`config.mk`:
```
export PLATFORM = sky130hd
export DESIGN_NAME = cmd_frame_tx
export DESIGN_NICKNAME = d
export VERILOG_FILES = /design/src/rtl/cmd_frame_tx.sv
export SDC_FILE = /design/constraint.sdc
export NUM_CORES = 1
export LEC_CHECK = 0
export CAP_MARGIN = 20
export CORE_ASPECT_RATIO = 0.5
export CORE_MARGIN = 1.5
export CORE_UTILIZATION = 35
export CTS_BUF_LIST = sky130_fd_sc_hd__clkbuf_2 sky130_fd_sc_hd__clkbuf_4 sky130_fd_sc_hd__clkbuf_8
export CTS_CLUSTER_DIAMETER = 150
export CTS_CLUSTER_SIZE = 30
export DETAILED_ROUTE_END_ITERATION = 7
export PLACE_DENSITY_LB_ADDON = 0.2
export SETUP_SLACK_MARGIN = 0.05
export SLEW_MARGIN = 20
export SYNTH_ARGS = -nofsm -noshare
export SYNTH_HDL_FRONTEND = slang
export SYNTH_SLANG_ARGS = --single-unit
```
`constraint.sdc`:
```
create_clock -name clk0 -period 3 [get_ports clk0]
set_input_delay 0.6 -clock clk0 [delete_from_list [all_inputs] [get_ports clk0]]
set_output_delay 0.6 -clock clk0 [all_outputs]
set_load 0.005 [all_outputs]
```
`src/rtl/cmd_frame_tx.sv`:
```
// cmd_frame_tx: sends "<tag0><tag1>:<d2><d1><d0>;" report frames over the UART byte transmitter.
// Define CMD_FRAME_CHECKSUM_EN to insert a two-char hex XOR of bytes 0..5 before the terminator.
module cmd_frame_tx #(
   parameter int SEP_CHAR    = 58,
   parameter int TERM_CHAR   = 59,
   parameter int ACK_TIMEOUT = 1024,
   parameter int VAL_MAX     = 999
) (
   input  logic       clk0,
   input  logic       rst_n,
   input  logic       start,
   input  logic [7:0] tag0,
   input  logic [7:0] tag1,
   input  logic [9:0] value,
   input  logic       tx_busy,
   output logic [7:0] uart_tx_data,
   output logic       uart_tx_en,
   output logic       busy,
   output logic       done,
   output logic       drop,
   output logic       err
);

   localparam int TW = (ACK_TIMEOUT > 1) ? $clog2(ACK_TIMEOUT) : 1;
   localparam logic [TW-1:0] TMO_LAST = TW'(ACK_TIMEOUT - 1);
   localparam logic [9:0] VMAX = 10'(VAL_MAX);
`ifdef CMD_FRAME_CHECKSUM_EN
   localparam logic [3:0] LAST_IDX = 4'd8;
`else
   localparam logic [3:0] LAST_IDX = 4'd6;
`endif

   typedef enum logic [2:0] {IDLE, CONV, SEND, WAIT_HI, WAIT_LO, NEXT, DONE} state_t;

   state_t state, state_nx;

   logic [7:0]    tag0_q, tag1_q;
   logic [9:0]    rem_q;
   logic [3:0]    d2_q, d1_q;
   logic [3:0]    idx_q;
   logic [TW-1:0] tmo_q;
   logic          err_q;
   logic [7:0]    cur_byte;
   logic          accept;

`ifdef CMD_FRAME_CHECKSUM_EN
   logic [7:0] csum_q;

   function automatic logic [7:0] hex_char(input logic [3:0] n);
      return (n < 4'd10) ? (8'd48 + {4'd0, n}) : (8'd55 + {4'd0, n});
   endfunction
`endif

   // DONE counts as free so a new request can be taken in the same cycle as the done pulse
   assign accept       = start && ((state == IDLE) || (state == DONE));
   assign busy         = (state != IDLE);
   assign done         = (state == DONE);
   assign drop         = start && (state != IDLE) && (state != DONE);
   assign err          = err_q;

   // After conversion rem_q holds the units digit, so it doubles as d0
   always_comb begin
      cur_byte = 8'(TERM_CHAR);
      case (idx_q)
         4'd0:    cur_byte = tag0_q;
         4'd1:    cur_byte = tag1_q;
         4'd2:    cur_byte = 8'(SEP_CHAR);
         4'd3:    cur_byte = 8'd48 + {4'd0, d2_q};
         4'd4:    cur_byte = 8'd48 + {4'd0, d1_q};
         4'd5:    cur_byte = 8'd48 + {4'd0, rem_q[3:0]};
`ifdef CMD_FRAME_CHECKSUM_EN
         4'd6:    cur_byte = hex_char(csum_q[7:4]);
         4'd7:    cur_byte = hex_char(csum_q[3:0]);
`endif
         default: cur_byte = 8'(TERM_CHAR);
      endcase
   end

   always_comb begin
      state_nx     = state;
      uart_tx_en   = 1'b0;
      uart_tx_data = 8'd0;
      case (state)
         IDLE:    if (start) state_nx = CONV;
         CONV:    if (rem_q < 10'd10) state_nx = SEND;
         SEND: begin
            if (!tx_busy) begin
               uart_tx_en   = 1'b1;
               uart_tx_data = cur_byte;
               state_nx     = WAIT_HI;
            end
         end
         WAIT_HI: begin
            if (tx_busy)                state_nx = WAIT_LO;
            else if (tmo_q == TMO_LAST) state_nx = NEXT;
         end
         WAIT_LO: if (!tx_busy) state_nx = NEXT;
         NEXT:    state_nx = (idx_q == LAST_IDX) ? DONE : SEND;
         DONE:    state_nx = start ? CONV : IDLE;
         default: state_nx = IDLE;
      endcase
   end

   always_ff @(posedge clk0 or negedge rst_n) begin
      if (!rst_n) state <= IDLE;
      else        state <= state_nx;
   end

   // A lost acknowledge is flagged but the byte is counted as sent so the frame still finishes
   always_ff @(posedge clk0 or negedge rst_n) begin
      if (!rst_n) begin
         tag0_q <= 8'd0;
         tag1_q <= 8'd0;
         rem_q  <= 10'd0;
         d2_q   <= 4'd0;
         d1_q   <= 4'd0;
         idx_q  <= 4'd0;
         tmo_q  <= '0;
         err_q  <= 1'b0;
      end else if (accept) begin
         tag0_q <= tag0;
         tag1_q <= tag1;
         rem_q  <= (value > VMAX) ? VMAX : value;
         d2_q   <= 4'd0;
         d1_q   <= 4'd0;
         idx_q  <= 4'd0;
         tmo_q  <= '0;
         err_q  <= 1'b0;
      end else begin
         case (state)
            CONV: begin
               if (rem_q >= 10'd100) begin
                  rem_q <= rem_q - 10'd100;
                  d2_q  <= d2_q + 4'd1;
               end else if (rem_q >= 10'd10) begin
                  rem_q <= rem_q - 10'd10;
                  d1_q  <= d1_q + 4'd1;
               end
            end
            SEND:    if (!tx_busy) tmo_q <= '0;
            WAIT_HI: begin
               if (!tx_busy) begin
                  if (tmo_q == TMO_LAST) err_q <= 1'b1;
                  else                   tmo_q <= tmo_q + 1'b1;
               end
            end
            NEXT:    if (idx_q != LAST_IDX) idx_q <= idx_q + 4'd1;
            default: ;
         endcase
      end
   end

`ifdef CMD_FRAME_CHECKSUM_EN
   always_ff @(posedge clk0 or negedge rst_n) begin
      if (!rst_n)                                             csum_q <= 8'd0;
      else if (accept)                                        csum_q <= 8'd0;
      else if (state == SEND && !tx_busy && idx_q < 4'd6)     csum_q <= csum_q ^ cur_byte;
   end
`endif

endmodule

```
==> flow_metrics.tcl <==
set metrics [dict create \
    outcome "completed" \
    clkPwrFrac_pct 12.8 \
    finClkSkew_ns 0.00728 \
    cp-end-kind "output port" \
    detail_route.vias_per_cell 5.41 \
    hold_violations 0 \
    htreeDepth 2 \
    cp.required_ns 2.40 \
    place_ws_ns -0.358 \
    crit_type "in -> out" \
    p_per_area_mw_per_mm2 889 \
    reg2reg_depth 7 \
    yosysMostFrequentCell "nand2_1" \
    die_w_um 136 \
    synth_edf_count 0 \
    initial_core_util_pct 35.9 \
    cts_tree "built" \
    switchingPower_mw 1.51 \
    yosysTopAreaCellShare_pct 41.8 \
    period_share_pct 97.1 \
    yosys.area.top_type "dfrtp_1" \
    core_area_mm2 0.00868 \
    netlist_top_cells_area "dfrtp_1 42%, nand2_1 8.3%, ha_1 4.8%" \
    cts-buffers-inserted 5 \
    synth_fp_nets 400 \
    stdcell_area_mm2 0.00387 \
    total_power_mw 3.44 \
    max_cap_violations 0 \
    die_h_um 69.7 \
    dpl.cell_count 507 \
    critical_path_arrival_ns 2.31 \
    clock.fmax_ghz 0.343 \
    nFillCells 856 \
    root_buffer "clkbuf_8" \
    worst_pin_slew_ns 0.909 \
    detailed_place_hpwl_um 5900 \
    synthTopCellsByCount "69 x nand2_1, 52 x dfrtp_1, 40 x nor2_1" \
    drc 0 \
    final_antenna_net_count 0 \
    syn_to_final_growth_pct 24.1 \
    crit_path_start "tx_busy" \
    cts.clk_slew.worst_paths_ns 0.11 \
    cp-start-kind "input pin" \
    instances_no_fill 516 \
    maxSlewHeadroom_pct 38.8 \
    routedWlPerCell_um 15.8 \
    final_nets 440 \
    setup_viol 0 \
    synth_area_mm2 0.00312 \
    drive_above_1_share_pct 10.0 \
    place_congestion 0.856 \
    ys_types 58 \
    leakage_nw 1.67 \
    crit_fanout 4 \
    r2r_setup_slack_ns 0.52 \
    drtPass1Iterations 5 \
    post_cts.repair.setup_buffers 0 \
    power_frac_seq_pct 35.4 \
    p_int_mw 1.92 \
    clk_latency_ns 0.32 \
    post-route-util_pct 44.6 \
    ys_async_sr_fraction_pct 100 \
    totalWireLength_um 8150 \
    syn_inst 358 \
    rsz0062_at_grt "yes" \
    ios 43 \
    first_iter_violations 169 \
    period_needed_ns 2.91 \
    synthFlopType "dfrtp_1" \
    place_area_mm2 0.00368 \
    antenna_found_initial 0 \
    grt_max_degree 31 \
    yosysSeqAreaShare_pct 41.8 \
    io_buffers 42 \
    holdCritPathClass "in -> async" \
    die-area_mm2 0.00951 \
    timing.hold.ws_ns 0.110 \
    cts_buffer_depth 2 \
    gr-total-overflow 0 \
    tns_ns 0 \
    num_antenna_cells 0 \
    grt_pass1_vias 2784 \
    grt_first_pass_wirelength_um 13600 \
    ys_ff_latch 52 \
    rows 24 \
    yosys_warnings 0 \
    via_count 2789 \
    rr_endpoint "rem_q[9]" \
    p_comb_share_pct 51.8 \
    crit_end "uart_tx_data[7]" \
    r2r-start "rem_q[1]" \
    p_sw_share_pct 44.0 \
    worst_slack_ns 0.0875 \
    grt_use_total_pct 18.4 \
    hold_buffers 0 \
    slew_violations 0 \
    cts.sink_count 52 \
    peakVddDrop_v 0.000314 \
    syn_avg_cell_area_um2 8.70 \
]
[logic make-up after synthesis]
kind of cell / count (synthesis) / share of synthesized area, %
compound gates: 79 / 18.1
buf+inv: 29 / 3.73
simple gates: 167 / 25.9
fa+ha+maj: 12 / 4.82
flops: 52 / 41.8
mux: 6 / 1.97
xor+xnor: 13 / 3.65
[power groups by stage]
stage	clock network (mW)	logic, mW	registers, mW
2_1_floorplan	0	1.22	1.11
3_3_place_gp	0	1.64	1.21
4_1_cts	0.462	1.74	1.21
5_1_grt	0.484	2.01	1.25
6_report	0.441	1.78	1.22
3_5_place_dp	0	1.68	1.21
[routing by layer]
| layer | vias up | part of all wire (%) | global-route usage, % |
|---|---|---|---|
| met5 | - | 0 | 0 |
| met4 | 0 | 1.5 | 5.44 |
| met3 | 9 | 4.3 | 3.65 |
| met2 | 71 | 45 | 28.4 |
| met1 | 1347 | 49 | 26.0 |
| li1 | 1362 | - | - |
[sequential cells by signal, summed over array words and instances (netlist names)]
| register | flops |
|---|---|
| rem_q | 10 |
| tmo_q | 10 |
| tag0_q | 8 |
| tag1_q | 8 |
| d1_q | 4 |
| d2_q | 4 |
| idx_q | 4 |
| state | 3 |
| err | 1 |
[worst max-delay path: stages]
cell and delay (ns):
dlygate4sd2_1 0.26, or4b_4 0.54, bufbuf_16 0.30, nor2_1 0.10
clkdlybuf4s50_1 0.51
[area by class of cell]
class | instances | area, um^2 | share of cell area, %
clock inverters | 3 | 26.3 | 0.680
repair buffers | 55 | 543 | 14.0
inverters | 7 | 26.3 | 0.680
multi-input cells | 277 | 1750 | 45.3
flip-flops and latches | 52 | 1300 | 33.7
clock buffers | 5 | 68.8 | 1.78
well taps | 117 | 146 | 3.79
[worst min path at each step]
stage          cells past startpoint        end  slack (ns)
3_3_place_gp                       2  tag1_q[6]        0.46
4_1_cts                            1   tmo_q[7]        0.11
2_1_floorplan                      0    d1_q[0]        0.30
3_5_place_dp                       2  tag1_q[5]        0.47
5_1_grt                            1   tmo_q[7]        0.11
6_report                           1   tmo_q[7]        0.11
[cells in the final DEF, fill, tap and decap left out, types with 9 or more instances in the layout]
| cell type | synthesis | final |
|---|---|---|
| ha_1 | 12 | 9 |
| nand3_1 | 11 | 11 |
| clkdlybuf4s50_1 | 0 | 39 |
| buf_4 | 1 | 11 |
| a31oi_1 | 9 | 9 |
| a21oi_1 | 15 | 15 |
| dfrtp_1 | 52 | 51 |
| nor2_1 | 40 | 39 |
| o21ai_0 | 12 | 11 |
| nand2_1 | 69 | 69 |
[timing repair]
item | CTS | global route
hold endpoints to repair | 0 | 0
cloned | 1 | 0
endpoints found under the setup margin | 9 | 5
resized for setup | 10 | 10
(Power assumes the default switching activity.)
